File: config.mk
export PLATFORM = sky130hd
export DESIGN_NAME = fifo_rd_stream
export DESIGN_NICKNAME = d
export VERILOG_FILES = /design/src/rtl/fifo_rd_stream.sv
export SDC_FILE = /design/constraint.sdc
export NUM_CORES = 1
export LEC_CHECK = 0
export ABC_AREA = 1
export CAP_MARGIN = 0
export CORE_AREA = 2 2 86 88
export CTS_CLUSTER_SIZE = 20
export DETAILED_ROUTE_END_ITERATION = 8
export DIE_AREA = 0 0 88 90
export SLEW_MARGIN = 25
export SYNTH_ARGS = -nofsm -noshare
export SYNTH_HDL_FRONTEND = slang
export SYNTH_SLANG_ARGS = --single-unit
File: constraint.sdc
create_clock -name clk -period 4.4 [get_ports clk]
set_clock_uncertainty 0.2 [all_clocks]
set_input_delay 0.88 -clock clk [delete_from_list [all_inputs] [get_ports clk]]
set_output_delay 0.88 -clock clk [all_outputs]
set_load 0.01 [all_outputs]
File: src/rtl/fifo_rd_stream.sv
`default_nettype none
//============================================================================
// Module      : fifo_rd_stream
// Description : Read-side adapter for a synchronous FIFO with one cycle of
//               read latency. It issues the FIFO read strobe and captures the
//               returned word in the following cycle. The word is presented
//               on a valid/ready stream through a 2-entry skid buffer, which
//               sustains one beat per cycle. It flags FIFO underflow (sticky)
//               and counts delivered beats.
// Ports       : clk, rst           - clock, synchronous active-high reset
//               fifo_empty         - FIFO empty flag
//               fifo_underflow     - FIFO underflow flag (cycle after a read)
//               fifo_data_out      - FIFO read data (cycle after rd_en)
//               fifo_rd_en         - FIFO read strobe (combinational)
//               m_valid / m_ready  - stream handshake
//               m_data             - stream data (buffer head)
//               rd_count           - delivered beats, wraps
//               underflow_err      - sticky underflow indication
// Revision    : 1.0 - initial release
//============================================================================
module fifo_rd_stream #(
    parameter int FIFO_WIDTH = 16,
    parameter int COUNT_W    = 16
) (
    input  logic                  clk,
    input  logic                  rst,
    input  logic                  fifo_empty,
    input  logic                  fifo_underflow,
    input  logic [FIFO_WIDTH-1:0] fifo_data_out,
    output logic                  fifo_rd_en,
    output logic                  m_valid,
    input  logic                  m_ready,
    output logic [FIFO_WIDTH-1:0] m_data,
    output logic [COUNT_W-1:0]    rd_count,
    output logic                  underflow_err
);

    logic [1:0]            occ_q, occ_d;
    logic                  inflight_q;
    logic [FIFO_WIDTH-1:0] slot0_q, slot0_d;
    logic [FIFO_WIDTH-1:0] slot1_q, slot1_d;
    logic [COUNT_W-1:0]    rd_count_q;
    logic                  underflow_err_q;

    logic                  w_pop;
    logic                  w_push;
    logic [2:0]            w_committed;

    assign m_valid       = (occ_q != 2'd0);
    assign m_data        = slot0_q;
    assign rd_count      = rd_count_q;
    assign underflow_err = underflow_err_q;

    assign w_pop  = m_valid & m_ready;
    // An in-flight read lands this edge unless the FIFO flagged underflow.
    assign w_push = inflight_q & ~fifo_underflow;

    // Slots committed after this edge: buffered + in-flight - leaving now.
    // A pop implies occ >= 1, so the subtraction never wraps.
    assign w_committed = ({1'b0, occ_q} + {2'b00, inflight_q}) - {2'b00, w_pop};
    assign fifo_rd_en  = ~rst & ~fifo_empty & (w_committed < 3'd2);

    always_comb begin
        occ_d   = occ_q;
        slot0_d = slot0_q;
        slot1_d = slot1_q;
        case ({w_push, w_pop})
            2'b10: begin
                if (occ_q == 2'd0) begin
                    slot0_d = fifo_data_out;
                end else begin
                    slot1_d = fifo_data_out;
                end
                occ_d = occ_q + 2'd1;
            end
            2'b01: begin
                slot0_d = slot1_q;
                occ_d   = occ_q - 2'd1;
            end
            2'b11: begin
                // Occupancy unchanged; the new word joins behind the survivor.
                if (occ_q == 2'd1) begin
                    slot0_d = fifo_data_out;
                end else begin
                    slot0_d = slot1_q;
                    slot1_d = fifo_data_out;
                end
            end
            default: begin
            end
        endcase
    end

    always_ff @(posedge clk) begin
        if (rst) begin
            occ_q           <= 2'd0;
            inflight_q      <= 1'b0;
            slot0_q         <= '0;
            slot1_q         <= '0;
            rd_count_q      <= '0;
            underflow_err_q <= 1'b0;
        end else begin
            occ_q      <= occ_d;
            inflight_q <= fifo_rd_en;
            slot0_q    <= slot0_d;
            slot1_q    <= slot1_d;
            if (w_pop) begin
                rd_count_q <= rd_count_q + COUNT_W'(1);
            end
            if (inflight_q & fifo_underflow) begin
                underflow_err_q <= 1'b1;
            end
        end
    end

endmodule
`default_nettype wire

Yosys cells after proc, flatten, opt, wreduce, memory -nomap -nowiden
Index checks and enable logic that the tools add are counted.
Storage, ports and cells
  bits of input ports: 21
  register bits after elaboration: 52
  word-level logic and storage cells: 41
  output and inout bits: 35
Operators by class
  eq/ne operators: 7
  bitwise operators: 8
  mux-type cells: 7
  reductions and logical operators: 7
  add/sub/neg operators: 5
  $lt $le $gt $ge: 1
Operators by type and width (number)
  two-way mux 16 bit: 4
  case mux 16 bit (3 select lines): 1
  case mux 16 bit (2 select lines): 1
  adder 16 x 1 -> 16 bit (second input constant): 1
  != test 2 bit (second input constant): 3
  nonzero test 2 bit: 3
  AND 1 bit: 5
  == test 2 x 1 -> 1 bit (second input constant): 2
  == test 2 bit (second input constant): 2
  case mux 2 bit (2 select lines): 1
  adder 2 x 1 -> 3 bit: 1
  < comparator 3 x 2 -> 1 bit (second input constant): 1
  inverter 1 bit: 3
  AND reduction 3 bit: 1
  nonzero test 3 bit: 1
  subtractor 3 x 1 -> 3 bit: 1
  adder 2 x 1 -> 2 bit (second input constant): 1
  zero test 2 bit: 1
  AND reduction 2 bit: 1
  subtractor 2 x 1 -> 2 bit (second input constant): 1

Logic depth before layout (Yosys ltp)
  depth after elaboration: 5
  gate-level depth with buffers: 14
  depth with buffers taken out: 12

Least setup slack after synthesis
OpenSTA, ideal clock, no wires.
  path kind: input-to-output
  start: in m_ready
  end: out fifo_rd_en
  stages: 8
  data arrival time: 2.632 ns
  buffers on the path: 1
  path slack: 0.688 ns
  data required time: 3.320 ns
  cell sequence: nand2_4 > inv_4 > buf_6 > ha_1 > or2_2 > fa_1 > nand2_1 > nor3_1
Between the ends
  cells in the longest elaborated chain, start to end: 4
Ends and longest elaborated chain
  from (decl): line 32  | input logic m_ready,
  AND 1 bit: line 54  | assign w_pop = m_valid & m_ready;
  net w_pop: line 45  | logic w_pop;
  subtractor 3 x 1 -> 3 bit: line 60  | assign w_committed = ({1'b0, occ_q} + {2'b00, inflight_q}) - {2'b00, w_pop};
  < comparator 3 x 2 -> 1 bit: line 61  | assign fifo_rd_en = ~rst & ~fifo_empty & (w_committed < 3'd2);
  AND 1 bit: line 61
  to (decl): line 30  | output logic fifo_rd_en,
The timed path passes the listed nets, and every way through them passes these cells.

Final worst setup path
  start: in m_ready
  end: out fifo_rd_en
Between the ends
  cells in the longest elaborated chain, start to end: 4
Ends and longest elaborated chain (line)
  AND 1 bit: 54
  subtractor 3 x 1 -> 3 bit: 60
  < comparator 3 x 2 -> 1 bit: 61
  AND 1 bit: 61
No other way between the ends.

==> results_dict.tcl <==
set metrics [dict create \
    dp_hpwl_mm 3.910 \
    netlist_instances 357 \
    end_kind "output port" \
    preCtsSetupSlack_ps -61.85 \
    die_h_um 90 \
    layout_min_cycle_time_ps 4159 \
    antenna_found_initial 0 \
    post-synth-top-area-cell "dfxtp_1" \
    cp-start-kind "input pin" \
    syn_to_final_growth_pct 26.42 \
    fin_tns_setup_ps 0 \
    ant_nets 0 \
    slew_viol_final 0 \
    yosysUniqueCellTypes 32 \
    yosysWarnings 0 \
    cts_tree "done" \
    drt_wl_total_mm 5.703 \
    crit_slowest_cell "clkdlybuf4s50_1" \
    first_pass_iters 4 \
    outcome "finished clean" \
    diodes 0 \
    worstPathRequired_ps 3320 \
    cts_htree_levels 2 \
    worst_ep_arrival_time_ps 3080 \
    drive_above_1_share 0.1366 \
    p_total_uw 1628 \
    rsz0062_at_grt "false" \
    nNetsFinal 438 \
    cp_top_family "buffers and inverters" \
    p_leak_uw 0.001515 \
    finalCritPeriodShare 0.9452 \
    syn_area_um2 2714 \
    avgViaCountPerCell 4.540 \
    die_area_um2 7920 \
    ys_top_cells_by_area "dfxtp_1 38%, inv_1 12%, o21ai_0 8.5%, o21ai_2 6.5%, a21oi_1 4.2%" \
    vias 2311 \
    die_w_um 88 \
    overflow 0 \
    grt_usage 0.1503 \
    grt_max_degree 44 \
    fillers 690 \
    setup_slack_ps 241.1 \
    max_stage_delay_ps 570 \
    p_per_area_nw_per_um2 474.6 \
    synthesis.nets 386 \
    portBuffers 55 \
    hold_class "flip-flop to flip-flop" \
    fin_area_um2 3431 \
    max_slew_margin 0.4977 \
    crit_chain "clkdlybuf4s50_1 > nand2_4 > inv_4 > ha_1 > or2_2 > fa_1 > nand2_1 > nor3_1 > dlygate4sd2_1" \
    clkTransAtPathRegs_ps 90 \
    start_util 0.3866 \
    syn_area_per_cell_um2 7.602 \
    core_area_um2 7020 \
    drc 0 \
    hold_violations 0 \
    ys_seq_elements 52 \
    ir_drop_uv 203.2 \
    grt_pass1_wl_mm 9.625 \
    fmax_mhz 240.4 \
    cts-buffers-inserted 5 \
    placed_area_um2 3321 \
    grt_pass1_vias 2062 \
    io_pins 56 \
    critPathKind "input pin to output port" \
    worst_pin_slew_ps 749.8 \
    num_rows 31 \
    routabilityCongestion 0.7945 \
    synth_top_area_frac 0.3836 \
    crit_buf_inv 3 \
    cts_root_buf "clkbuf_8" \
    drv_cap 0 \
    cp_max_fo 3 \
    drt_iter0_markers 109 \
    clock_path_buffers 2 \
    wl_per_cell_um 11.20 \
    yosysSeqAreaShare 0.3836 \
    cts_sinks 52 \
    clk_latency_ps 310 \
    setup_viol 0 \
]
-- cells by family after synthesis --
kind of cell | count (synthesis) | share of synthesized area
AO/OA/AOI/OAI | 100 | 0.2264
adder cells (fa/ha/maj) | 8 | 0.03965
buffers and inverters | 102 | 0.1604
flip-flops | 52 | 0.3836
XOR/XNOR | 6 | 0.01936
AND/OR/NAND/NOR | 89 | 0.1706
-- placed cells by master (no fill, tap or decap), drive strengths merged --
master and instances:
a211oi 1, a21oi 24, a31o 1, buf 3
bufinv 1, clkbuf 5, clkdlybuf4s50 54, clkinv 1
clkinvlp 1, dfxtp 52, dlygate4sd2 1, fa 1
ha 7, inv 89, nand2 32, nand3 20
nand4 5, nor2 28, nor3 2, nor3b 1
o211ai 1, o21ai 72, o21bai 1, or2 1
xor2 6
-- registers in the layout (all words and copies together), names as in the netlist --
register / count
inflight_q: 1
m_data: 16
occ_q: 2
rd_count: 16
slot1_q: 16
underflow_err: 1
-- power breakdown --
group | internal (µW) | switching (µW) | leakage (µW)
clock network | 169 | 163 | 0.0000541
registers | 585 | 63.4 | 0.000423
logic | 282 | 367 | 0.00104
-- cells in the mapped netlist --
master,n
inv_1,84
dfxtp_1,52
o21ai_0,46
nand2_1,30
nor2_1,25
a21oi_1,23
o21ai_2,20
nand3_1,10
nand3_2,10
ha_1,7
o21ai_1,6
xor2_1,6
nand4_1,5
buf_2,4
inv_2,4
buf_4,3
buf_6,3
clkbuf_1,2
nand2_4,2
nor2_4,2
nor3_1,2
a211oi_1,1
a21oi_4,1
a31o_2,1
buf_8,1
fa_1,1
inv_4,1
nor2_2,1
nor3b_1,1
o211ai_2,1
o21bai_4,1
or2_2,1
-- layout make-up --
cell class                 count  area (µm²)  share of cell area
inverter                      89       336.6             0.09810
clock buffer                   5       68.82             0.02006
multi-input combinational    203        1246              0.3632
tap                           99       123.9             0.03611
timing repair buffer          58       571.8              0.1667
clock inverter                 3       42.54             0.01240
sequential                    52        1041              0.3034
-- per-layer routing --
layer | track usage | vias to the layer above | routed length, µm
li1 | - | 1231 | -
met1 | 0.1984 | 1035 | 2744
met2 | 0.2437 | 39 | 2642
met3 | 0.03673 | 6 | 259
met4 | 0.03846 | 0 | 57
met5 | 0 | - | 0
-- final timing paths --
check / start / endpoint / slack (ps) / cells after the start
max: m_ready / fifo_rd_en / 240 / 9
min: slot1_q[2]$_SDFFE_PP0P_ / slot1_q[2]$_SDFFE_PP0P_ / 250 / 2
max reg2reg: occ_q[1]$_SDFFE_PP0P_ / m_data[14]$_SDFFE_PP0P_ / 1610 / 13
min reg2reg: slot1_q[2]$_SDFFE_PP0P_ / slot1_q[2]$_SDFFE_PP0P_ / 250 / 2
-- worst register-to-register path: stages, from the launching register on --
cell and delay, ps:
dfxtp_1 400, inv_1 100, ha_1 230, inv_2 120, nand2_4 70, inv_4 50, buf_4 280, ha_1 380
inv_2 80, o21bai_4 450, nand3_1 130, o21ai_0 100, o21ai_0 90, inv_1 60
-- metrics by stage --
step / cells / hold slack [ps] / utilization
floorplan: 357 / 223.7 / -
global placement: 501 / 232.0 / 0.4718
detailed placement: 501 / 237.3 / 0.4730
CTS: 509 / 252.2 / 0.4887
global route: 509 / 291.0 / 0.4887
finish: 509 / 251.7 / 0.4887
-- repair_timing --
action / in CTS / in global routing
setup buffers: 0 / 0
endpoints found under the setup margin: 1 / 0
resized for setup: 1 / 0
hold buffers: 0 / 0
No activity file was read; power rests on OpenSTA's default activity.
